## config.mk

```make
export PLATFORM = sky130hd
export DESIGN_NAME = control_reloj_hms
export DESIGN_NICKNAME = d
export VERILOG_FILES = /design/src/rtl/control_reloj_hms.sv
export SDC_FILE = /design/constraint.sdc
export NUM_CORES = 1
export LEC_CHECK = 0
export CAP_MARGIN = 20
export CORE_MARGIN = 3
export CORE_UTILIZATION = 50
export DETAILED_ROUTE_END_ITERATION = 16
export PLACE_DENSITY = 0.75
export SYNTH_ARGS = -nofsm -noshare
export SYNTH_HDL_FRONTEND = slang
export SYNTH_SLANG_ARGS = --single-unit
```

## constraint.sdc

```tcl
create_clock -name clock -period 2.07 [get_ports clock]
set_clock_uncertainty 0.05 [all_clocks]
set_input_delay 0.5175 -clock clock [delete_from_list [all_inputs] [get_ports clock]]
set_output_delay 0.5175 -clock clock [all_outputs]
set_load 0.03 [all_outputs]
```

## src/rtl/control_reloj_hms.sv

```systemverilog
// Time-of-day controller: prescaler, hh:mm:ss cascade and button set-time FSM.
// Optional alarm (al_h/al_m, SET_AH/SET_AM states) built when ALARMA_EN is defined.
module control_reloj_hms #(
    parameter int CLK_PER_SEG = 50_000_000
) (
    input  logic       clock,
    input  logic       reset,
    input  logic       enable,
    input  logic       btn_modo,
    input  logic       btn_inc,
    output logic [5:0] segundos,
    output logic [5:0] minutos,
    output logic [4:0] horas,
    output logic       tick_seg,
    output logic       fin_dia,
    output logic [2:0] estado,
    output logic       alarma
);

    localparam int PW = (CLK_PER_SEG > 2) ? $clog2(CLK_PER_SEG) : 1;
    localparam logic [PW-1:0] PRE_LAST = PW'(CLK_PER_SEG - 1);

    localparam logic [2:0] S_RUN   = 3'd0;
    localparam logic [2:0] S_SET_H = 3'd1;
    localparam logic [2:0] S_SET_M = 3'd2;
    localparam logic [2:0] S_SET_S = 3'd3;
`ifdef ALARMA_EN
    localparam logic [2:0] S_SET_AH = 3'd4;
    localparam logic [2:0] S_SET_AM = 3'd5;
`endif

    logic [2:0]    st_q, st_d;
    logic [PW-1:0] pre_q, pre_d;
    logic [5:0]    s_q, s_d;
    logic [5:0]    m_q, m_d;
    logic [4:0]    h_q, h_d;
    logic          run, tick, inc_ok;

    assign run    = (st_q == S_RUN);
    assign tick   = run && enable && (pre_q == PRE_LAST);
    assign inc_ok = btn_inc && !btn_modo;

    always_comb begin
        st_d  = st_q;
        pre_d = pre_q;
        s_d   = s_q;
        m_d   = m_q;
        h_d   = h_q;
        if (run && enable) begin
            pre_d = tick ? '0 : pre_q + 1'b1;
        end
        if (tick) begin
            if (s_q == 6'd59) begin
                s_d = '0;
                if (m_q == 6'd59) begin
                    m_d = '0;
                    h_d = (h_q == 5'd23) ? 5'd0 : h_q + 5'd1;
                end else begin
                    m_d = m_q + 6'd1;
                end
            end else begin
                s_d = s_q + 6'd1;
            end
        end
        if (btn_modo) begin
            unique case (st_q)
                S_RUN:    st_d = S_SET_H;
                S_SET_H:  st_d = S_SET_M;
                S_SET_M:  st_d = S_SET_S;
`ifdef ALARMA_EN
                S_SET_S:  st_d = S_SET_AH;
                S_SET_AH: st_d = S_SET_AM;
`endif
                default:  st_d = S_RUN;
            endcase
            // Restart the second cleanly when returning to RUN
            if (!run && st_d == S_RUN) begin
                pre_d = '0;
            end
        end else if (btn_inc) begin
            unique case (st_q)
                S_SET_H: h_d = (h_q == 5'd23) ? 5'd0 : h_q + 5'd1;
                S_SET_M: m_d = (m_q == 6'd59) ? 6'd0 : m_q + 6'd1;
                S_SET_S: s_d = '0;
                default: ;
            endcase
        end
    end

    always_ff @(posedge clock or posedge reset) begin
        if (reset) begin
            st_q  <= S_RUN;
            pre_q <= '0;
            s_q   <= '0;
            m_q   <= '0;
            h_q   <= '0;
        end else begin
            st_q  <= st_d;
            pre_q <= pre_d;
            s_q   <= s_d;
            m_q   <= m_d;
            h_q   <= h_d;
        end
    end

`ifdef ALARMA_EN
    logic [4:0] al_h_q, al_h_d;
    logic [5:0] al_m_q, al_m_d;
    logic       sil_q, sil_d;

    always_comb begin
        al_h_d = al_h_q;
        al_m_d = al_m_q;
        sil_d  = sil_q;
        if (inc_ok && st_q == S_SET_AH) begin
            al_h_d = (al_h_q == 5'd23) ? 5'd0 : al_h_q + 5'd1;
        end
        if (inc_ok && st_q == S_SET_AM) begin
            al_m_d = (al_m_q == 6'd59) ? 6'd0 : al_m_q + 6'd1;
        end
        // Silence starts set so 00:00 after reset does not ring an unset alarm
        if (inc_ok && run) begin
            sil_d = 1'b1;
        end else if (m_d != m_q) begin
            sil_d = 1'b0;
        end
    end

    always_ff @(posedge clock or posedge reset) begin
        if (reset) begin
            al_h_q <= '0;
            al_m_q <= '0;
            sil_q  <= 1'b1;
        end else begin
            al_h_q <= al_h_d;
            al_m_q <= al_m_d;
            sil_q  <= sil_d;
        end
    end

    assign alarma = run && !sil_q && (h_q == al_h_q) && (m_q == al_m_q);
`else
    logic unused_inc;
    assign unused_inc = inc_ok;
    assign alarma     = 1'b0;
`endif

    assign segundos = s_q;
    assign minutos  = m_q;
    assign horas    = h_q;
    assign tick_seg = tick;
    assign fin_dia  = tick && (h_q == 5'd23) && (m_q == 6'd59) && (s_q == 6'd59);
    assign estado   = st_q;

endmodule

```

==> results of run 1 <==
-- state kept, by name (all words and copies together), names as in the netlist --
| register | cells |
|---|---|
| estado | 2 |
| horas | 5 |
| minutos | 6 |
| pre_q | 26 |
| segundos | 6 |
-- cell usage after synthesis (4+ instances only) --
cell,count,share of area (%)
mux2_2,5,2.3
xnor2_1,8,2.8
xor2_1,17,6.0
nand4_1,8,2.0
a21oi_1,7,1.4
inv_1,9,1.4
ha_1,8,4.0
dfrtp_1,45,45
nand3_1,20,4.0
and3_1,8,2.0
nor2_1,35,5.3
or3_1,4,1.0
nor4b_1,4,1.4
nand2_1,23,3.5
o21ai_0,10,2.0
nor2b_1,4,1.0
-- how the worst max path moves through the flow --
stage                          startpoint                     to  slack (ns)
floorplan           estado[1]$_DFFE_PP0P_                fin_dia       -0.21
global placement                   enable  segundos[0]$_DFF_PP0_       -0.49
detailed placement                 enable   minutos[2]$_DFF_PP0_       -0.53
CTS                 estado[1]$_DFFE_PP0P_                fin_dia       -0.32
global route        estado[1]$_DFFE_PP0P_  segundos[0]$_DFF_PP0_       -0.48
finish              estado[1]$_DFFE_PP0P_  segundos[0]$_DFF_PP0_       -0.43
-- layer usage --
layer / up-vias / global-route usage (%) / part of all wire [%]
li1: 1102 / - / -
met2: 101 / 39.1 / 52
met1: 1151 / 29.6 / 41
met3: 24 / 5.20 / 4.7
met4: 0 / 7.61 / 2.7
met5: - / 0 / 0
-- cells in the final DEF, fill, tap and decap left out, types with 3 or more instances in the layout --
master            n
clkbuf_8          7
o21ai_0           8
and2_1            3
nand3_1          20
nand4_1           8
nor2_4           11
and3_1            8
xnor2_1           8
inv_2             3
nor4b_1           3
nand2_8           4
nor2_2            8
a21oi_1           5
dfrtp_1          43
or3_1             3
mux2_2            4
nand2_1          20
mux2i_1           3
inv_1             5
nor2_1           16
buf_4            49
nor2b_1           4
buf_6             9
ha_1              7
clkdlybuf4s50_1  13
dlymetal6s2s_1    9
xor2_1           16
-- cell type report --
type	count	share of cell area (%)
flip-flops and latches	45	30.3
clock inverters	1	0.134
well taps	67	2.25
multi-input cells	206	43.2
repair buffers	84	20.7
inverters	9	0.906
clock buffers	7	2.58
-- logic make-up (layout without fill, tap and decap cells) --
logic type               Yosys count  in the layout  share of synthesized area [%]
other                              1              2                          0.150
adder cells (fa/ha/maj)            8              8                           4.02
multiplexers                       8              8                           3.46
buffers and inverters             15            101                           2.71
flip-flops                        45             45                           45.2
AO/OA/AOI/OAI                     32             32                           8.18
XOR/XNOR                          25             25                           8.79
AND/OR/NAND/NOR                  128            131                           27.5
-- worst reg2reg max path: cells and delay by family, from the launching register on --
kind                       cells  cell delay (ns)
buffers and inverters          4             0.35
and+or+nand+nor                4             1.29
DFF                            1             0.43
adders and majority gates      1             0.14
AOI/OAI and AO/OA              1             0.16
-- timing repair --
action,CTS,global route
hold endpoints to repair,0,0
cloned,2,1
setup endpoints to repair,38,49
setup buffers,12,7
resized for setup,23,65
pin swaps,21,19
-- power by group through the flow --
stage / registers [mW] / clock network (mW) / logic [mW]
5_1_grt: 1.20 / 0.663 / 1.49
6_report: 1.18 / 0.612 / 1.39
3_3_place_gp: 1.18 / 0 / 1.08
3_5_place_dp: 1.19 / 0 / 1.12
2_1_floorplan: 1.40 / 0 / 0.442
4_1_cts: 1.17 / 0.619 / 1.26
-- metrics by stage --
stage	area [um^2]	utilization (%)
2_1_floorplan	2550	-
3_3_place_gp	3190	66.6
3_5_place_dp	3190	66.6
4_1_cts	3470	72.6
5_1_grt	3730	77.9
6_report	3730	77.9
==> impl_metrics.toml, run 1 <==
[setup_path]
required_ns = 2.25
ff2ff_path_depth = 10
cp_max_fo = 4
critical_path_buf_inv_count = 4
worstSetupStartpointType = "flop"
max_stage_delay_ns = 0.59
arrival_ns = 2.68
r2r-start = "estado[1]$_DFFE_PP0P_"
critPathCaptureType = "flop"
timing.rr.end = "segundos[0]$_DFF_PP0_"
path_cells = "inv_2, ha_4, buf_4, buf_6, buf_6, and4_4, nand2b_4, or4_4, or3_1, a21oi_1"
worstSetupPathType = "reg -> reg"
crit_family = "simple AND/OR/NAND/NOR gates"
crit_top_cell = "buf_6"
critPathSlowestCell = "or4_4"
worst-path-stages = 10
rrSetupSlack_ns = -0.43

[power]
p_int_mw = 1.96
ir_drop_mv = 0.474
swShare_pct = 38.4
pwr_density_cell_mw_per_mm2 = 851
p_sw_mw = 1.22
p_clk_share_pct = 19.3
p_total_mw = 3.18
power_leakage_nw = 1.82
seqPwrFrac_pct = 37.1
pwr-share-comb_pct = 43.6

[logic_synthesis]
synth_edf_count = 0
avgSynthCellArea_um2 = 9.51
synth_ff_type = "dfrtp_1"
ys_async_sr_fraction_pct = 100
yosys_register_bits = 45
synth_warnings = 0
synthCells = 262
synth_cell_types = 49
synth_area_mm2 = 0.00249
yosysSeqAreaShare_pct = 45.2

[timing]
fin_crit_sh_pct = 121
setup_tns_ns = -7.86
holdWs_ns = 0.354
relSlewSlack_pct = 49.6
rsz0062_at_grt = "yes"
hold_violations = 0
layout_min_cycle_time_ns = 2.50
timing.final.max_slew_violations = 0
fmax_mhz = 400
fin_ws_ns = -0.433
setup_viol = 39
tightest_slew_ns = 0.754

[placed_design]
io_buffers = 25
dp_cells = 395
place.gp.congestion = 0.816
dpl_worst_slack_ns = -0.527
hpwl_mm = 4.11

[global_routing]
grtUsageTotal_pct = 23.2
grt_pass1_wl_mm = 11.0
grt_overflow = 0
antenna_found_initial = 0
grt_max_degree = 18
grt_pass1_vias = 2347

[final_layout]
multi_input_area_mm2 = 0.00161
regArea_mm2 = 0.00113
fin_nets = 364
area_growth_pct = 49.6
layout-drive-gt1-share_pct = 36.1
n_antenna_cell = 0
instances_no_fill = 419
final.fill_count = 286

[floorplan]
die_area_mm2 = 0.00587
die_h_um = 76.6
rows = 25
initial_core_util_pct = 52.1
ios = 28
fp.coreArea_mm2 = 0.00479
die_x_um = 76.6

[route]
dr.pass1.iters = 5
final_antenna_net_count = 0
drt_wl_total_mm = 7.19
drc = 0
drtIter0Drc = 196
dr_total_vias = 2378
avgRoutedWirePerCell_um = 17.2
viasPerCell = 5.68

[outcome]
violations = "setup timing"
status = "finished with violations"

[clock_tree]
cts_buffers = 5
cts.hold.buffers_added = 0
cts.sinks = 45
clk_latency_ns = 0.31
clkTransAtPathRegs_ns = 0.09
cts_buffer_depth = 2
clock-root-buffer = "clkbuf_8"
htree_num_levels = 2
cts_tree = "done"

[min_path]
hold_path_class = "in -> async"

[job]
cap_violations = 0
No activity file was read; power rests on OpenSTA's default activity.
==> run 2, diff against run 1 <==
- ABC_AREA: not set -> 1
- CORE_UTILIZATION: 50 -> 57
- PLACE_DENSITY: 0.75 -> 0.8
- clock period: 2.07 -> 2.35 ns (I/O delays scaled with it)
==> run 2 against run 1 <==
- the flow still finishes with violations (setup timing)
- sequential share of layout area up 2.3 points
- core utilization shrank 0.74 points
- sequential cell count is the same
- routed wire length shrank 11%
- via count is 9.2% higher
- critical path type is now reg -> out
- worst hold slack better by 0.11 ns
- register-to-register slack improved by 0.67 ns
- worst setup slack better by 0.41 ns
- sequential power shrank 8%
- synthesized cell count is 40% higher
- largest power group unchanged
- cell area down 6.8%
- area after synthesis rose by 9.7%
==> impl_metrics.toml, run 2 <==
[setup_path]
cp-startpoint = "pre_q[1]$_DFF_PP0_"
max_stage_delay_ns = 0.39
critical_path_buf_inv_count = 1
critPathCaptureType = "output port"
worst-path-stages = 8
worstSetupStartpointType = "flop"
r2r-start = "pre_q[1]$_DFF_PP0_"
ff2ff_path_depth = 13
cp_max_fo = 3
arrival_ns = 1.74
path_cells = "ha_2, nand2_2, nor2_2, nand2_2, nor2_4, nand3_2, nor2_2, buf_6"
crit_family = "simple AND/OR/NAND/NOR gates"
required_ns = 1.71
worstSetupPathType = "reg -> out"
critPathSlowestCell = "dfrtp_1"

[clock_tree]
cts.sinks = 45
clkTransAtPathRegs_ns = 0.08
clock-root-buffer = "clkbuf_8"
htree_num_levels = 2
clk_latency_ns = 0.30
cts_buffers = 5
cts_buffer_depth = 2
cts_tree = "done"

[logic_synthesis]
ys_async_sr_fraction_pct = 100
yosysMostFrequentCell = "nand2_1"
avgSynthCellArea_um2 = 7.45
synthCells = 367
synth_warnings = 0
synth_common_cells = "87 x nand2_1, 57 x nor2_1, 47 x inv_1"
yosysSeqAreaShare_pct = 41.2
synth_area_mm2 = 0.00273
synth_edf_count = 0
synth_top_area_cell = "dfrtp_1"
synth_top_area_share_pct = 41.2
synth_top_cells_by_area = "dfrtp_1 41%, nand2_1 12%, nor2_1 7.8%"
yosys_register_bits = 45
synth_cell_types = 30
synth_ff_type = "dfrtp_1"

[timing]
timing.final.max_slew_violations = 0
hold_violations = 0
rsz0062_at_grt = "yes"
tightest_slew_ns = 0.695
holdWs_ns = 0.460
relSlewSlack_pct = 53.4
layout_min_cycle_time_ns = 2.38
setup_viol = 1
fmax_mhz = 421
setup_tns_ns = -0.0275
fin_ws_ns = -0.0275
fin_crit_sh_pct = 101

[placed_design]
place_area_mm2 = 0.00310
place.gp.congestion = 0.861
dp_cells = 451
hpwl_mm = 4.30
io_buffers = 25
dpl_worst_slack_ns = -0.108

[route]
avgRoutedWirePerCell_um = 13.1
final_antenna_net_count = 0
drc = 0
dr.pass1.iters = 4
drt_wl_total_mm = 6.38
viasPerCell = 5.34
dr_total_vias = 2596
drtIter0Drc = 142

[final_layout]
stdcell_area_mm2 = 0.00348
area_growth_pct = 27.2
fin_nets = 446
largest_register_ffs = 26
regArea_mm2 = 0.00113
instances_no_fill = 486
largest_register = "pre_q"
multi_input_area_mm2 = 0.00142
layout-drive-gt1-share_pct = 23.7
final.fill_count = 294
final_common_cell = "nand2_1"
n_antenna_cell = 0
layout_common_cells = "83 x nand2_1, 52 x nor2_1, 43 x inv_1"

[global_routing]
grt_max_degree = 22
grt_pass1_wl_mm = 10.0
grt_overflow = 0
grt_pass1_vias = 2343
grtUsageTotal_pct = 22.9
antenna_found_initial = 0

[power]
pwr_density_cell_mw_per_mm2 = 829
ir_drop_mv = 0.709
power_leakage_nw = 1.72

[floorplan]
die_h_um = 75.3
initial_core_util_pct = 60.7
die_x_um = 75.3
rows = 24
die_area_mm2 = 0.00566
fp.coreArea_mm2 = 0.00450
ios = 28

[min_path]
hold_path_class = "reg -> reg"
min-delay-start = "pre_q[4]$_DFF_PP0_"
hold_depth = 1

[outcome]
violations = "setup timing"
status = "finished with violations"

[job]
cap_violations = 0
==> run 2: cell types whose count changed after synthesis, sizes merged, moves of 8 or more <==
cell,delta
and3,-8
inv,+45
nand2,+75
nor2,+27
nor3,+9
o21ai,+12
xnor2,-8
xor2,-12
==> run 2: timing repair <==
item	CTS	global route
hold buffers	0	0
pin swaps	3	9
setup endpoints to repair	2	2
gates resized for setup	11	13
setup buffers	6	21
endpoints found under the hold margin	0	0
==> run 2: layout make-up <==
| type | instances | share of cell area, % |
|---|---|---|
| clock buffers | 7 | 2.48 |
| clock inverters | 1 | 0.864 |
| inverters | 54 | 5.90 |
| multi-input cells | 265 | 40.8 |
| flip-flops and latches | 45 | 32.5 |
| well taps | 52 | 1.87 |
| repair buffers | 62 | 15.6 |
==> run 2: power breakdown <==
| group | switching, mW | internal (mW) | total, mW | leakage (nW) |
|---|---|---|---|---|
| logic | 0.696 | 0.501 | 1.20 | 1.06 |
| clock network | 0.261 | 0.347 | 0.608 | 0.0585 |
| registers | 0.144 | 0.932 | 1.08 | 0.598 |
==> run 2: worst paths after layout <==
path | endpoint | slack [ns]
worst min-delay path | pre_q[4]$_DFF_PP0_ | 0.46
worst max register to register | minutos[0]$_DFF_PP0_ | 0.24
max in group asynchronous | pre_q[6]$_DFF_PP0_ | 1.12
worst max-delay path | fin_dia | -0.03
worst min register to register | pre_q[4]$_DFF_PP0_ | 0.46
min in group asynchronous | minutos[3]$_DFF_PP0_ | 0.56
==> run 2: cell families (layout without fill, tap and decap cells) <==
kind of cell	Yosys count	after routing	share of synthesized area (%)
AO/OA/AOI/OAI	39	39	8.28
adder cells (fa/ha/maj)	8	8	3.66
flip-flops	45	45	41.2
buffers and inverters	58	124	9.02
other	1	2	0.137
XOR/XNOR	5	5	1.60
AND/OR/NAND/NOR	211	211	36.1
==> run 2: worst register-to-register path: stages (launching register included) <==
cell	delay (ns)
dfrtp_1	0.39
ha_2	0.21
nand2_2	0.07
nor2_2	0.14
nand2_2	0.10
nor2_4	0.18
buf_4	0.14
buf_4	0.09
buf_4	0.11
nand3_2	0.09
nand2_2	0.15
inv_1	0.13
nand2_1	0.10
o21ai_1	0.07
==> run 2: metal layers <==
layer  vias to the layer above  global-route usage, %  wire, um
met4                         0                   6.99       112
met1                      1220                   30.0      2820
met2                        69                   38.4      3190
met3                        13                   4.41       258
li1                       1294                      -         -
met5                         -                      0         0
==> run 2: per-stage QoR <==
stage,util [%],power (mW)
2_1_floorplan,-,1.75
3_3_place_gp,68.8,2.06
3_5_place_dp,68.8,2.09
4_1_cts,73.0,2.78
5_1_grt,77.2,3.07
6_report,77.2,2.88
==> run 3, diff against run 2 <==
- SETUP_SLACK_MARGIN: not set -> 0.15
==> run 3 against run 2 <==
- the run now ends clean
- worst setup slack improved by 0.033 ns
- critical endpoint unchanged
- cell area barely moved
- routed wire length grew 7.3%
==> impl_metrics.toml, run 3 (synthesis results as in run 2) <==
[clock_tree]
clock-root-buffer = "clkbuf_8"
cts.hold.buffers_added = 0
cts_buffers = 5
clkTransAtPathRegs_ns = 0.09
clk_latency_ns = 0.31
cts_tree = "done"
htree_num_levels = 2
cts.sinks = 45
cts_buffer_depth = 2

[placed_design]
hpwl_mm = 4.30
dp_cells = 449
place_area_mm2 = 0.00310
place.gp.congestion = 0.826
io_buffers = 25

[route]
drt_wl_total_mm = 6.85
dr.pass1.iters = 5
viasPerCell = 5.48
dr_total_vias = 2631
drc = 0
avgRoutedWirePerCell_um = 14.3
drtIter0Drc = 223
final_antenna_net_count = 0

[setup_path]
worstSetupPathType = "reg -> out"
arrival_ns = 1.71
rrSetupSlack_ns = 0.31
timing.rr.end = "pre_q[25]$_DFF_PP0_"
critPathCaptureType = "output port"
ff2ff_path_depth = 12
max_stage_delay_ns = 0.44
required_ns = 1.71
r2r-start = "estado[1]$_DFFE_PP0P_"
path_cells = "inv_4, ha_4, nand2_4, inv_4, nand3_4, nor2_4, nand3_4, nor2_4, buf_6"
cp-startpoint = "estado[1]$_DFFE_PP0P_"
critPathSlowestCell = "dfrtp_2"
cp_max_fo = 3
worstSetupStartpointType = "flop"

[floorplan]
die_h_um = 75.3
initial_core_util_pct = 60.7
die_area_mm2 = 0.00566
die_x_um = 75.3
ios = 28
rows = 24
fp.coreArea_mm2 = 0.00450

[outcome]
status = "complete, no violations"

[timing]
hold_violations = 0
setup_viol = 0
setup_tns_ns = 0
layout_min_cycle_time_ns = 2.34
rsz0062_at_grt = "yes"
timing.final.max_slew_violations = 0
fin_crit_sh_pct = 99.8
fmax_mhz = 427

[min_path]
min_to = "pre_q[4]$_DFF_PP0_"
hold_depth = 1
hold_path_class = "reg -> reg"
min-delay-start = "pre_q[4]$_DFF_PP0_"

[global_routing]
antenna_found_initial = 0
grt_pass1_vias = 2368
grt_pass1_wl_mm = 10.6
grtUsageTotal_pct = 24.6
grt_max_degree = 46
grt_overflow = 0

[final_layout]
n_antenna_cell = 0
layout-drive-gt1-share_pct = 24.5
largest_register = "pre_q"
stdcell_area_mm2 = 0.00348
final_core_util_pct = 77.2
layout_common_cells = "84 x nand2_1, 50 x nor2_1, 42 x inv_1"
area_growth_pct = 27.1
fin_nets = 440
final_common_cell = "nand2_1"
largest_register_ffs = 26
instances_no_fill = 480
final.fill_count = 305

[power]
pwr_density_cell_mw_per_mm2 = 828
power_leakage_nw = 1.70
ir_drop_mv = 0.608
p_total_mw = 2.88

[job]
cap_violations = 0
## run 3: cell count changes in the layout (fill, tap and decap cells not counted), moves of 2 or more
| cell | change |
|---|---|
| ha_2 | +2 |
| dfrtp_1 | -2 |
| buf_4 | -6 |
| nand3_4 | +2 |
| dfrtp_2 | +2 |
| inv_2 | -2 |
| ha_1 | -2 |
| nor2_1 | -2 |
| nand2_4 | +3 |
| nand2_2 | -4 |
| inv_4 | +2 |
## run 3: final cells by class
cell class / instances / area, um^2 / area share (%)
clock buffer: 7 / 96.3 / 2.77
clock inverter: 1 / 5.00 / 0.144
inverter: 54 / 214 / 6.16
multi-input combinational: 265 / 1470 / 42.2
sequential: 45 / 1130 / 32.6
tap: 52 / 65.1 / 1.87
timing repair buffer: 56 / 497 / 14.3
## run 3: power breakdown
| part | internal, mW | total (mW) | switching (mW) |
|---|---|---|---|
| combinational | 0.517 | 1.24 | 0.723 |
| sequential | 0.935 | 1.09 | 0.159 |
| clock | 0.266 | 0.544 | 0.278 |
| total | 1.72 | 2.88 | 1.16 |
## run 3: what timing repair did
action | in CTS | in global routing
pin swaps | 9 | 8
gates resized for setup | 14 | 17
endpoints found under the setup margin | 2 | 2
hold endpoints to repair | 0 | 0
setup buffers | 13 | 10
## run 3: worst max-delay path by stage
stage                         end  cells after the start  slack, ns
final                     fin_dia                      9      0.006
after global routing      fin_dia                      8      -0.07
after CTS                 fin_dia                      8       0.06
after detailed placement  fin_dia                      8      -0.12
after global placement    fin_dia                      8      -0.12
after floorplan           fin_dia                      8       0.16
## run 3: critical path, delay by kind of cell, from the launching register on
family | cells | cell delay [ns]
adder cells (fa/ha/maj) | 1 | 0.14
buffers and inverters | 3 | 0.27
flip-flops | 1 | 0.44
AND/OR/NAND/NOR | 5 | 0.54
## run 3: per-layer routing
metal	up-vias	wire (um)	track usage, %
li1	1286	-	-
met1	1234	2960	32.1
met2	87	3400	40.9
met3	24	279	5.34
met4	0	204	7.96
met5	-	0	0
## run 3: through the flow
stage | setup WS [ns] | hold slack, ns
final | 0.00578 | 0.454
after global routing | -0.0677 | 0.471
after CTS | 0.0624 | 0.445
after detailed placement | -0.122 | 0.435
after global placement | -0.118 | 0.425
after floorplan | 0.162 | 0.405
